==> src/rtl/drum_div.sv <==
// Multi-cycle DRUM-style approximate signed divider (one's-complement magnitudes).
// Define DRUM_DIV_ROUND_EN to round half up instead of truncating on right shifts.
module drum_div #(
    parameter int K = 6,
    parameter int N = 16,
    parameter int M = 16
) (
    input  logic         clk,
    input  logic         rstn,
    input  logic         in_valid,
    output logic         in_ready,
    input  logic [N-1:0] a,
    input  logic [M-1:0] b,
    output logic         out_valid,
    input  logic         out_ready,
    output logic [N-1:0] r,
    output logic         dbz
);

    localparam int LW = (N > M) ? N : M;
    localparam int SW = $clog2(LW + 1) + 1;
    localparam int CW = $clog2(2 * K) + 1;
    localparam int WS = N + M + 2 * K + 2;
    localparam int HW = $clog2(WS) + 1;
    localparam logic [N-1:0] QMAX = {1'b0, {(N - 1){1'b1}}};

    typedef enum logic [2:0] {S_IDLE, S_NORM, S_DIV, S_POST, S_DONE} state_t;

    state_t          state, state_nx;
    logic [N-1:0]    mag_a;
    logic [M-1:0]    mag_b;
    logic            sign;
    logic [K-1:0]    tb;
    logic [SW-1:0]   sa, sb;
    logic [2*K-1:0]  q;
    logic [K-1:0]    rem;
    logic [CW-1:0]   cnt;

    logic [K-1:0]    ta_c, tb_c;
    logic [SW-1:0]   sa_c, sb_c;
    logic [K:0]      rem_sh;
    logic [WS-1:0]   qw, shq;
    logic [N-1:0]    mag_q;
    int              la, lb, e;

    assign in_ready  = (state == S_IDLE);
    assign out_valid = (state == S_DONE);

    always_ff @(posedge clk or negedge rstn) begin
        if (!rstn) state <= S_IDLE;
        else       state <= state_nx;
    end

    always_comb begin
        state_nx = state;
        case (state)
            S_IDLE: if (in_valid) state_nx = S_NORM;
            S_NORM: state_nx = (mag_b == '0) ? S_POST : S_DIV;
            S_DIV:  if (cnt == CW'(2 * K - 1)) state_nx = S_POST;
            S_POST: state_nx = S_DONE;
            S_DONE: if (out_ready) state_nx = S_IDLE;
            default: state_nx = S_IDLE;
        endcase
    end

    // Leading-one detect and K-bit truncation with the kept LSB forced to 1.
    always_comb begin
        la = 0;
        lb = 0;
        for (int i = 0; i < N; i++) if (mag_a[i]) la = i;
        for (int i = 0; i < M; i++) if (mag_b[i]) lb = i;
        if (la >= K) begin
            ta_c = K'(mag_a >> (la - K + 1)) | K'(1);
            sa_c = SW'(la - K + 1);
        end else begin
            ta_c = mag_a[K-1:0];
            sa_c = '0;
        end
        if (lb >= K) begin
            tb_c = K'(mag_b >> (lb - K + 1)) | K'(1);
            sb_c = SW'(lb - K + 1);
        end else begin
            tb_c = mag_b[K-1:0];
            sb_c = '0;
        end
    end

    assign rem_sh = {rem, q[2*K-1]};

    // Rescale the quotient by the truncation shifts; wide enough that the clamp sees real overflow.
    always_comb begin
        e   = int'(sa) - int'(sb) - K;
        qw  = WS'(q);
        shq = '0;
        if (e >= 0) begin
            shq = qw << HW'(e);
        end else begin
`ifdef DRUM_DIV_ROUND_EN
            qw  = qw + (WS'(1) << HW'(-e - 1));
`endif
            shq = qw >> HW'(-e);
        end
        if (dbz)                  mag_q = QMAX;
        else if (shq > WS'(QMAX)) mag_q = QMAX;
        else                      mag_q = shq[N-1:0];
    end

    always_ff @(posedge clk or negedge rstn) begin
        if (!rstn) begin
            mag_a <= '0;
            mag_b <= '0;
            sign  <= 1'b0;
            tb    <= '0;
            sa    <= '0;
            sb    <= '0;
            q     <= '0;
            rem   <= '0;
            cnt   <= '0;
            r     <= '0;
            dbz   <= 1'b0;
        end else begin
            case (state)
                S_IDLE: if (in_valid) begin
                    mag_a <= a[N-1] ? ~a : a;
                    mag_b <= b[M-1] ? ~b : b;
                    sign  <= a[N-1] ^ b[M-1];
                    dbz   <= 1'b0;
                end
                S_NORM: begin
                    q   <= {ta_c, {K{1'b0}}};
                    rem <= '0;
                    cnt <= '0;
                    tb  <= tb_c;
                    sa  <= sa_c;
                    sb  <= sb_c;
                    if (mag_b == '0) dbz <= 1'b1;
                end
                S_DIV: begin
                    if (rem_sh >= {1'b0, tb}) begin
                        rem <= K'(rem_sh - {1'b0, tb});
                        q   <= {q[2*K-2:0], 1'b1};
                    end else begin
                        rem <= rem_sh[K-1:0];
                        q   <= {q[2*K-2:0], 1'b0};
                    end
                    cnt <= cnt + CW'(1);
                end
                S_POST: r <= sign ? ~mag_q : mag_q;
                default: ;
            endcase
        end
    end

endmodule
==> config.mk <==
export PLATFORM = sky130hd
export DESIGN_NAME = drum_div
export DESIGN_NICKNAME = d
export VERILOG_FILES = /design/src/rtl/drum_div.sv
export SDC_FILE = /design/constraint.sdc
export NUM_CORES = 1
export LEC_CHECK = 0
export BUFFER_PORTS_ARGS = -buffer_cell sky130_fd_sc_hd__buf_4
export CORE_MARGIN = 8
export CORE_UTILIZATION = 56
export DETAILED_ROUTE_END_ITERATION = 7
export GPL_TIMING_DRIVEN = 1
export HOLD_SLACK_MARGIN = 0.06
export PLACE_DENSITY = 0.78
export SLEW_MARGIN = 40
export SYNTH_ARGS = -nofsm -noshare
export SYNTH_HDL_FRONTEND = slang
export SYNTH_SLANG_ARGS = --single-unit
==> constraint.sdc <==
create_clock -name clk -period 4.12 [get_ports clk]
set_input_delay 0 -clock clk [delete_from_list [all_inputs] [get_ports clk]]
set_output_delay 0 -clock clk [all_outputs]
set_load 0.01 [all_outputs]
# [Word-level counts from Yosys, hierarchy flattened]
# Cells that the tools add are included.
[word_totals] reg_bits=94 inputBits=36 output_inout_bits=19 elab_cells=103
[op_classes] add_sub_neg=9 magnitude_cmp=5 eq_ne=9 shifts=4 muxes=53 n_bitwise=4 n_reduce_logical=7
[op_table] operator="32-bit 2-to-1 mux" n=28
[op_table] operator="16-bit 2-to-1 mux" n=5
[op_table] operator="32-bit by 2-bit adder with 32-bit output (second input constant)" n=2
[op_table] operator="32-bit by 4-bit greater-or-equal comparator with 1-bit output (second input constant)" n=2
[op_table] operator="16-bit by 32-bit >> shifter with 6-bit output" n=2
[op_table] operator="32-bit by 4-bit subtractor with 32-bit output (second input constant)" n=2
[op_table] operator="16-bit inverter" n=3
[op_table] operator="46-bit by 15-bit > comparator with 1-bit output (second input constant)" n=1
[op_table] operator="46-bit 2-to-1 mux" n=1
[op_table] operator="12-bit by 7-bit left shift with 46-bit output" n=1
[op_table] operator="12-bit by 7-bit >> shifter with 46-bit output" n=1
[op_table] operator="6-bit 2-to-1 mux" n=5
[op_table] operator="12-bit case mux with 2 select lines" n=1
[op_table] operator="16-bit logical NOT" n=1
[op_table] operator="3-bit case mux with 5 select lines" n=1
[op_table] operator="6-bit case mux with 2 select lines" n=1
[op_table] operator="5-bit case mux with 2 select lines" n=1
[op_table] operator="3-bit 2-to-1 mux" n=3
[op_table] operator="8-bit by 1-bit greater-or-equal comparator with 1-bit output (second input constant)" n=1
[op_table] operator="7-bit by 4-bit subtractor with 8-bit output (second input constant)" n=1
[op_table] operator="7-bit by 6-bit greater-or-equal comparator with 1-bit output" n=1
[op_table] operator="7-bit negator" n=1
[op_table] operator="6-bit by 6-bit subtractor with 7-bit output" n=1
[op_table] operator="3-bit by 2-bit == test with 1-bit output (second input constant)" n=2
[op_table] operator="14 further kinds" n=23

# [Depth between registers and ports, before layout]
# Gate-level depths: netlist of the first run.
[logic_depth] ltp_word=20 ltp_mapped=19 mapped_depth_nobuf=14

# [Worst setup path before layout of the first run]
# Ideal clock, no wire load.
[synth_timing] path_kind="register to register" startpoint="register sa[0]" endpoint="register r[11]" setup_time_ps=92 arrival_ps=4151 required_ps=4028 slack_ps=-123 path_stages_with_launch=20 n_path_buf=5 synth_period_minus_slack_ps=4243 path_cell_list="dfrtp_1 > inv_1 > ha_1 > fa_1 > inv_1 > buf_2 > ha_1 > buf_2 > buf_2 > buf_6 > mux2i_1 > nand3_1 > nand4_1 > o211ai_1 > o41ai_1 > o2111ai_1 > a21o_1 > buf_2 > o31a_1 > o31ai_2"
[synth_between] elab_chain_len=10 elab_cells_between_ends=12 cone_classes="3 x add/sub; 2 x order compare; 2 x shift; 4 x mux; 1 x bitwise"
[synth_lines] item="from (decl)" line="34" source="logic [SW-1:0] sa, sb;"
[synth_lines] item="from (signal assigned)" line="114" source="sa <= '0;"
[synth_lines] item="from (signal assigned)" line="134" source="sa <= sa_c;"
[synth_lines] item="6-bit by 6-bit subtractor with 7-bit output *" line="92" source="e = int'(sa) - int'(sb) - K;"
[synth_lines] item="7-bit by 4-bit subtractor with 8-bit output *" line="92"
[synth_lines] item="7-bit negator" line="101" source="shq = qw >> HW'(-e);"
[synth_lines] item="12-bit by 7-bit >> shifter with 46-bit output" line="101"
[synth_lines] item="46-bit 2-to-1 mux *" line="95" source="if (e >= 0) begin"
[synth_lines] item="46-bit by 15-bit > comparator with 1-bit output" line="104" source="else if (shq > WS'(QMAX)) mag_q = QMAX;"
[synth_lines] item="16-bit 2-to-1 mux *" line="104"
[synth_lines] item="16-bit 2-to-1 mux *" line="103" source="if (dbz) mag_q = QMAX;"
[synth_lines] item="16-bit inverter" line="148" source="S_POST: r <= sign ? ~mag_q : mag_q;"
[synth_lines] item="16-bit 2-to-1 mux *" line="148"
[synth_lines] item="to (signal assigned)" line="148"
[synth_lines] item="to (decl)" line="16" source="output logic [N-1:0] r,"
# Mark *: on every way between the ends. The rest lies on a longest branch, timed or not.
# A chain may end at the register's enable or synchronous reset.

# [Worst setup path after layout of the first run]
# Same ends and word-level chain as after synthesis.

==> results.yml, run 1 <==
critical_path:
  required_ns: 4.39
  startpoint: "sa[0]$_DFFE_PN0P_"
  crit_chain: "inv_1, ha_1, fa_2, inv_1, ha_4, buf_4, nor2_1, a221o_1, o31a_1, nor2_1, o2111ai_2, a21o_1, o31a_1, o31ai_2"
  cp_top_family: "compound AO/OA/AOI/OAI gates"
  reg2reg_slack_ns: 0.23
  cp_num_buf_inv: 3
  r2r_start: "sa[0]$_DFFE_PN0P_"
  crit_type: "reg -> reg"
  rr_endpoint: "r[11]$_DFFE_PN0P_"
  critPathArrivalTime_ns: 4.16
  slowest_stage: "fa_2"
  start_kind: "flip-flop"
  end_kind: "flip-flop"
  crit_fanout: 16
  cp.depth: 14
  reg2reg_depth: 14
  critPathMaxStageDelay_ns: 0.54
grt:
  overflow: 0
  top_usage_layer: "met2"
  grt_max_degree: 64
  grt_pass1_wl_um: 37620
  use_met2_pct: 40.23
  grt.total_usage_pct: 24.48
  antenna_found_initial: 0
  use_met3_pct: 4.185
  grt_pass1_vias: 7493
  use_met1_pct: 31.72
logic_synthesis:
  synth-compound-area-share_pct: 25.69
  synth_top_family_by_area: "compound AO/OA/AOI/OAI gates"
  yosys.area_share.simple_pct: 19.97
  synthesis.area_um2: 8213
  syn_inst: 1003
  ys.flop_type: "dfrtp_1"
  ys_types: 81
  synth_edf_count: 0
  synth_xor_area_share_pct: 6.612
  synthArstFlopShare_pct: 100.0
  synthMuxAreaShare_pct: 9.902
  syn_nets: 1063
  yosys_warnings: 0
  syn_area_per_cell_um2: 8.188
  synth_seq_area_share_pct: 28.03
  synth_fa_ha_area_share_pct: 3.839
  ys_ff_latch: 92
detailed_routing:
  drc: 0
  ant_nets: 0
  via_per_inst: 6.261
  wirelength_um: 22220
  wire_per_inst_um: 17.76
  firstDrtPassIters: 5
  first_iter_violations: 720
  vias: 7833
floorplanning:
  die_h_um: 137.1
  rows: 44
  core_area_um2: 14420
  die_width_um: 137.1
  die_area_um2: 18800
  start_util_pct: 56.94
  io_pins: 55
worst_hold_path:
  min_path_cells: 3
  whs_endpoint: "mag_b[5]$_DFFE_PN0P_"
  hp-start: "b[15]"
  worstHoldPathType: "in -> reg"
final_layout:
  nFillCells: 1214
  nNetsFinal: 1123
  diodes: 0
  regArea_um2: 2302
  area_delta_synth_final_pct: 15.14
  layout-drive-gt1-share_pct: 15.28
  multi_input_area_um2: 5487
clocking:
  clkSlewWorstSetupHoldPaths_ns: 0.07
  cts_root_buf: "clkbuf_16"
  tritoncts: "built"
  worstSkewPairLatency_ns: 0.36
  htreeDepth: 3
  clockBufferDepth: 2
  numCtsBuffers: 9
  clock-sinks: 92
flow_run:
  cap_viol_max_count: 0
placement:
  port_buffers: 54
  dp_hpwl_um: 15880
  place.gp.congestion: 0.9461
sta:
  rsz0062_at_grt: "false"
  setup_viol: 0
  fmax_ghz: 0.2569
  layout_min_cycle_time_ns: 3.893
  fin_tns_setup_ns: 0
  final_hold_viol_count: 0
  tightest_slew_ns: 0.7729
  maxSlewViolCount: 0
  clock_skew_ns: 0.01212
  timing.slew.headroom_pct: 48.11
  period_share_pct: 94.50
run_status:
  status: "completed"
-- flip-flops by register name (all words and copies together) (netlist names), 6 cells and up --
name	cells
rem	6
q	12
mag_b	15
mag_a	15
sa	6
r	16
sb	6
tb	6
-- metal layers --
layer | share of wire (%) | vias up
li1 | - | 3804
met1 | 44 | 3731
met2 | 48 | 253
met3 | 5.5 | 45
met4 | 2.7 | 0
met5 | 0 | -
-- synthesized netlist by cell type (7+ instances only) --
cell	count	share of area [%]
a211oi_1	14	1.3
nand4_1	17	1.3
nor4_1	7	0.53
a41oi_1	12	1.3
clkbuf_1	47	2.1
a211o_1	9	0.96
a21oi_1	77	4.7
a22o_1	12	1.3
mux4_2	9	2.5
nand2b_1	11	0.84
o22ai_1	11	0.84
inv_1	39	1.8
nor4b_1	7	0.75
ha_1	22	3.4
mux2_2	16	2.2
nand2_1	96	4.4
and3_1	8	0.61
nor2_1	99	4.5
xnor2_1	33	3.5
a21o_1	7	0.64
mux2i_1	43	5.2
nor3_1	23	1.4
o21ai_0	73	4.4
xor2_1	12	1.3
dfrtp_1	92	28
or3_1	7	0.53
buf_2	12	0.73
o31ai_1	23	2.1
o21a_1	8	0.73
nor3b_1	8	0.73
nand3_1	21	1.3
nor2b_1	14	1.1
-- final cells by class --
cell class / instances / area share (%)
Sequential cell: 92 / 24.35
Inverter: 42 / 1.667
Clock inverter: 5 / 0.6351
Timing Repair Buffer: 120 / 10.37
Tap cell: 184 / 2.435
Clock buffer: 10 / 2.527
Multi-Input combinational cell: 798 / 58.02
-- repair_timing --
item	4_1_cts	5_1_grt
hold endpoints to repair	70	0
hold buffers	32	0
endpoints found under the setup margin	0	15
setup buffers	0	1
gates resized for setup	0	5
-- stage by stage --
step / util [%] / instances / worst slack (ns) / area, µm² / hold WS (ns)
CTS: 65.25 / 1250 / 0.1562 / 9412 / 0.1063
global placement: 60.95 / 1203 / 0.2784 / 8791 / 0.0002710
floorplan: - / 1003 / 0.07175 / 8233 / -0.2956
finish: 65.56 / 1251 / 0.2268 / 9457 / 0.1089
global route: 65.56 / 1251 / 0.02253 / 9457 / 0.1358
detailed placement: 60.96 / 1203 / 0.1723 / 8792 / 0.005516
-- tightest hold or removal path, delay by kind of cell --
kind                      cells  cell delay [ns]
xor gates and xnor gates      1             0.17
buffers and inverters         1             0.20
AOI/OAI and AO/OA             1             0.06
-- kinds of logic after synthesis --
| logic type | count (synthesis) |
|---|---|
| and+or+nand+nor | 341 |
| adders and majority gates | 24 |
| buffers and inverters | 113 |
| muxes | 68 |
| xor gates and xnor gates | 53 |
| DFF | 92 |
| AOI/OAI and AO/OA | 312 |
-- worst max path at each step --
| stage | slack [ns] | end |
|---|---|---|
| floorplan | 0.07 | r[11]$_DFFE_PN0P_ |
| finish | 0.23 | r[11]$_DFFE_PN0P_ |
| global placement | 0.28 | r[13]$_DFFE_PN0P_ |
| detailed placement | 0.17 | r[3]$_DFFE_PN0P_ |
| CTS | 0.16 | r[3]$_DFFE_PN0P_ |
| global route | 0.02 | r[11]$_DFFE_PN0P_ |
-- layout by cell type, fill, tap and decap left out, types with 5 or more instances in the layout --
master / synthesis / routed
clkbuf_16: 0 / 9
a31oi_1: 6 / 6
o21ai_0: 73 / 73
nor3_1: 23 / 23
ha_1: 22 / 21
nor2b_1: 14 / 14
xnor2_2: 4 / 5
and3_1: 8 / 8
a22o_1: 12 / 12
or3_1: 7 / 7
nor4b_1: 7 / 7
a211oi_1: 14 / 14
nor3b_1: 8 / 6
nand2_1: 96 / 96
o21a_1: 8 / 8
a221o_1: 5 / 5
a211o_1: 9 / 9
nand3_1: 21 / 21
dlygate4sd3_1: 0 / 32
o211ai_1: 6 / 6
xnor2_1: 33 / 32
nand4_1: 17 / 17
a21o_1: 7 / 7
inv_1: 39 / 39
nor4_1: 7 / 6
dfrtp_1: 92 / 92
a21oi_1: 77 / 77
mux4_2: 9 / 9
buf_4: 3 / 88
mux2i_1: 43 / 43
nand2b_1: 11 / 11
a41oi_1: 12 / 12
nor2_1: 99 / 99
xor2_1: 12 / 12
o31ai_1: 23 / 23
o22ai_1: 11 / 11
mux2_2: 16 / 16
Power of run 1 is left out: the tool's default activity adds up to more than one toggle a clock period on the data nets, which glitch-free logic cannot reach.
==> run 2, diff against run 1 <==
CORE_UTILIZATION = 63   (was 56)
PLACE_DENSITY = 0.83   (was 0.78)
SKIP_LAST_GASP = 1   (was not set)
clock period = 4.2 ns   (was 4.12 ns; I/O delays follow)
==> run 2 against run 1 <==
Against the previous run: via count up 0.56%; flip-flop and latch count unchanged; critical path type unchanged; core utilization is 9.3 points higher; die area is 9.8% lower; non-clock buffer count is 2 lower; critical path depth unchanged; setup slack worse by 0.070 ns; highest routed layer unchanged; design area up 0.25%; clock skew shrank 0.00098 ns; count of clock-buffer cells in the layout is the same; cell count is 1.0% lower.
==> results.yml, run 2 (same netlist as run 1, synthesis figures left out) <==
sta:
  final_hold_viol_count: 0
  tightest_slew_ns: 0.8168
  period_share_pct: 96.26
  clock_skew_ns: 0.01115
  layout_min_cycle_time_ns: 4.043
  fin_tns_setup_ns: 0
  fmax_ghz: 0.2474
  maxSlewViolCount: 0
  timing.slew.headroom_pct: 45.16
  setup_viol: 0
floorplanning:
  start_util_pct: 64.82
  die_h_um: 130.2
  die_area_um2: 16950
  rows: 41
  core_area_um2: 12670
  die_width_um: 130.2
  io_pins: 55
clocking:
  clkSlewWorstSetupHoldPaths_ns: 0.07
  clockBufferDepth: 2
  worstSkewPairLatency_ns: 0.36
  numCtsBuffers: 9
  clock-sinks: 92
  htreeDepth: 3
  tritoncts: "built"
  postCtsSetupBuffers: 0
  cts_root_buf: "clkbuf_16"
final_layout:
  nFillCells: 935
  top_regs: "r: 16 flops, mag_a: 15 flops, mag_b: 15 flops"
  diodes: 0
  layout-drive-gt1-share_pct: 15.10
  area_delta_synth_final_pct: 15.43
  largest_reg_flops: 16
  layout_commonest_cell: "nor2_1"
  final_cell_mix: "nor2_1, nand2_1, dfrtp_1"
  top_register: "r"
  final_area_um2: 9480
  fin_cells: 1238
  utilization_pct: 74.82
  nNetsFinal: 1121
detailed_routing:
  vias: 7877
  wirelength_um: 22340
  wire_per_inst_um: 18.05
  via_per_inst: 6.363
  ant_nets: 0
  firstDrtPassIters: 6
  first_iter_violations: 642
  drc: 0
critical_path:
  start_kind: "flip-flop"
  required_ns: 4.47
  end_kind: "flip-flop"
  crit_fanout: 17
  critPathArrivalTime_ns: 4.31
  crit_type: "reg -> reg"
flow_run:
  cap_viol_max_count: 0
placement:
  dp_hpwl_um: 15600
  port_buffers: 54
  place.gp.congestion: 0.9488
  dpl-instance-area_um2: 8771
  place_inst: 1190
grt:
  grt_pass1_vias: 7592
  antenna_found_initial: 0
  grt_pass1_wl_um: 37180
  overflow: 0
  grt_max_degree: 64
  grt.total_usage_pct: 27.18
run_status:
  status: "completed"
worst_hold_path:
  worstHoldPathType: "in -> reg"
[run 2: cell count changes in the layout (fill, tap and decap cells not counted), sizes merged]
cell	delta
buf	-2
clkinv	+1
inv	-1
bufinv	+1
[run 2: layout make-up]
class,instances,area [µm²],share of cell area [%]
clock buffers,10,239.0,2.521
clock inverters,6,96.34,1.016
inverters,42,157.7,1.663
repair buffers,118,985.9,10.40
multi-input cells,798,5484,57.85
well taps,172,215.2,2.270
flip-flops and latches,92,2302,24.28
[run 2: worst max-delay path: stages (launching register included)]
cell,delay (ns)
dfrtp_1,0.35
inv_1,0.05
ha_1,0.22
fa_1,0.43
xnor2_2,0.18
ha_2,0.42
buf_6,0.20
nand2b_1,0.17
nor2_1,0.05
or3_1,0.43
o41ai_4,0.37
o2111ai_2,0.25
a21o_4,0.32
o31a_1,0.32
o31ai_2,0.21
[run 2: worst paths after layout]
| check | start | to | slack [ns] | cells after the start |
|---|---|---|---|---|
| max | sa[0]$_DFFE_PN0P_ | r[11]$_DFFE_PN0P_ | 0.16 | 14 |
| min | b[15] | mag_b[5]$_DFFE_PN0P_ | 0.11 | 3 |
| max reg2reg | sa[0]$_DFFE_PN0P_ | r[11]$_DFFE_PN0P_ | 0.16 | 14 |
| min reg2reg | r[6]$_DFFE_PN0P_ | r[6]$_DFFE_PN0P_ | 0.48 | 2 |
| max in group asynchronous | rstn | sa[0]$_DFFE_PN0P_ | 2.94 | 3 |
| min in group asynchronous | rstn | mag_a[12]$_DFFE_PN0P_ | 0.19 | 2 |
[run 2: through the flow]
stage	setup slack, ns	hold slack, ns
global placement	0.2174	0.01636
floorplan	0.006526	-0.2956
global route	-0.008834	0.1214
detailed placement	0.1518	0.02131
CTS	0.1085	0.09554
finish	0.1573	0.1126
[run 2: repair_timing]
item / 4_1_cts / 5_1_grt
gates resized for setup: 0 / 10
endpoints found under the setup margin: 0 / 15
endpoints found under the hold margin: 72 / 0
hold buffers: 32 / 0
[run 2: metal layers]
| layer | vias up | track usage [%] | routed length (µm) |
|---|---|---|---|
| met2 | 335 | 45.61 | 10850 |
| met5 | - | 0 | 0 |
| met1 | 3675 | 33.15 | 9238 |
| met3 | 67 | 4.488 | 1423 |
| met4 | 0 | 13.66 | 824 |
| li1 | 3800 | - | - |
Power of run 2 is left out for the same reason.
==> run 3, diff against run 2 <==
CORE_ASPECT_RATIO = 2   (was not set)
==> run 3 against run 2 <==
Against the previous run: maximum frequency up 0.86%; non-clock buffer count is 1 lower; count of clock-buffer cells in the layout is 1 lower; critical path type unchanged.
==> results.yml, run 3 (same netlist as run 1, synthesis figures left out) <==
critical_path:
  reg2reg_depth: 16
  critPathMaxStageDelay_ns: 0.40
  required_ns: 4.48
  r2r_start: "sa[0]$_DFFE_PN0P_"
  cp_top_family: "compound AO/OA/AOI/OAI gates"
  crit_fanout: 12
  start_kind: "flip-flop"
  slowest_stage: "fa_1"
  crit_chain: "inv_1, ha_1, fa_1, xnor2_1, ha_1, buf_6, buf_4, nor2_1, a221o_1, o31a_1, nor2_1, o2111ai_2, a21oi_4, buf_4, and2_1, a211o_1"
  reg2reg_slack_ns: 0.19
  crit_type: "reg -> reg"
  rr_endpoint: "r[14]$_DFFE_PN0P_"
  critPathArrivalTime_ns: 4.29
  cp_num_buf_inv: 4
  end_kind: "flip-flop"
clocking:
  cts_root_buf: "clkbuf_16"
  numCtsBuffers: 9
  clkSlewWorstSetupHoldPaths_ns: 0.07
  tritoncts: "built"
  worstSkewPairLatency_ns: 0.35
  postCtsSetupBuffers: 0
  htreeDepth: 3
  clockBufferDepth: 2
  clock-sinks: 92
detailed_routing:
  firstDrtPassIters: 5
  via_per_inst: 6.628
  wirelength_um: 24160
  drc: 0
  vias: 8060
  first_iter_violations: 691
  wire_per_inst_um: 19.87
  ant_nets: 0
run_status:
  status: "completed"
grt:
  grt_pass1_wl_um: 39760
  antenna_found_initial: 0
  grt_pass1_vias: 7942
  grt_max_degree: 64
  grt.total_usage_pct: 27.69
  overflow: 0
floorplanning:
  io_pins: 55
  rows: 59
  core_area_um2: 12840
  die_h_um: 177.5
  die_area_um2: 17170
  die_width_um: 96.74
  start_util_pct: 63.94
final_layout:
  regArea_um2: 2302
  layout-drive-gt1-share_pct: 15.13
  top_register: "r"
  nNetsFinal: 1120
  final_cell_mix: "nor2_1, nand2_1, dfrtp_1"
  top_regs: "r: 16 flops, mag_a: 15 flops, mag_b: 15 flops"
  area_delta_synth_final_pct: 14.87
  largest_reg_flops: 16
  utilization_pct: 73.45
  multi_input_area_um2: 5497
  layout_commonest_cell: "nor2_1"
  final_area_um2: 9434
  diodes: 0
  nFillCells: 1001
sta:
  timing.slew.headroom_pct: 40.17
  layout_min_cycle_time_ns: 4.008
  fmax_ghz: 0.2495
  final_hold_viol_count: 0
  maxSlewViolCount: 0
  rsz0062_at_grt: "true"
  clock_skew_ns: 0.007301
  fin_tns_setup_ns: 0
  tightest_slew_ns: 0.8910
  setup_viol: 0
  period_share_pct: 95.44
worst_hold_path:
  whs_endpoint: "mag_a[9]$_DFFE_PN0P_"
  worstHoldPathType: "in -> reg"
  min_path_cells: 3
  hp-start: "a[15]"
flow_run:
  cap_viol_max_count: 0
placement:
  place.gp.congestion: 0.9733
  port_buffers: 54
  dp_hpwl_um: 17220
  dpl-instance-area_um2: 8722
[run 3: area by class of cell]
class / count / share of cell area [%]
Multi-Input combinational cell: 798 / 58.26
Inverter: 42 / 1.671
Tap cell: 152 / 2.016
Clock inverter: 6 / 1.021
Timing Repair Buffer: 117 / 10.24
Sequential cell: 92 / 24.40
Clock buffer: 9 / 2.387
[run 3: worst max path at each step]
| stage | start | end | slack (ns) | depth (start not counted) |
|---|---|---|---|---|
| 2_1_floorplan | sa[0]$_DFFE_PN0P_ | r[11]$_DFFE_PN0P_ | 0.007 | 19 |
| 3_3_place_gp | sa[0]$_DFFE_PN0P_ | r[13]$_DFFE_PN0P_ | 0.28 | 14 |
| 3_5_place_dp | sa[0]$_DFFE_PN0P_ | r[14]$_DFFE_PN0P_ | 0.15 | 16 |
| 4_1_cts | sa[0]$_DFFE_PN0P_ | r[14]$_DFFE_PN0P_ | 0.13 | 16 |
| 5_1_grt | sa[0]$_DFFE_PN0P_ | r[14]$_DFFE_PN0P_ | -0.07 | 16 |
| 6_report | sa[0]$_DFFE_PN0P_ | r[14]$_DFFE_PN0P_ | 0.19 | 16 |
[run 3: worst min-delay path, cell delays in order]
cell	delay (ns)
buf_4	0.19
xnor2_1	0.17
a21oi_1	0.06
[run 3: repair_timing]
item,4_1_cts,5_1_grt
hold buffers,32,0
gates resized for setup,0,11
setup endpoints to repair,0,16
endpoints found under the hold margin,93,0
[run 3: through the flow]
stage / instances / hold WS (ns) / worst slack (ns)
after floorplan: 1003 / -0.2956 / 0.006526
after global placement: 1169 / 0.1361 / 0.2808
after detailed placement: 1169 / 0.1389 / 0.1519
after CTS: 1216 / 0.1098 / 0.1253
after global routing: 1216 / 0.1425 / -0.06564
final: 1216 / 0.1152 / 0.1916
[run 3: layer usage]
layer | GRT usage [%] | share of wire [%]
met5 | 0 | 0
met4 | 10.78 | 2.7
met3 | 3.236 | 5.1
met2 | 48.13 | 51
met1 | 34.03 | 41
Power of run 3 is left out for the same reason.
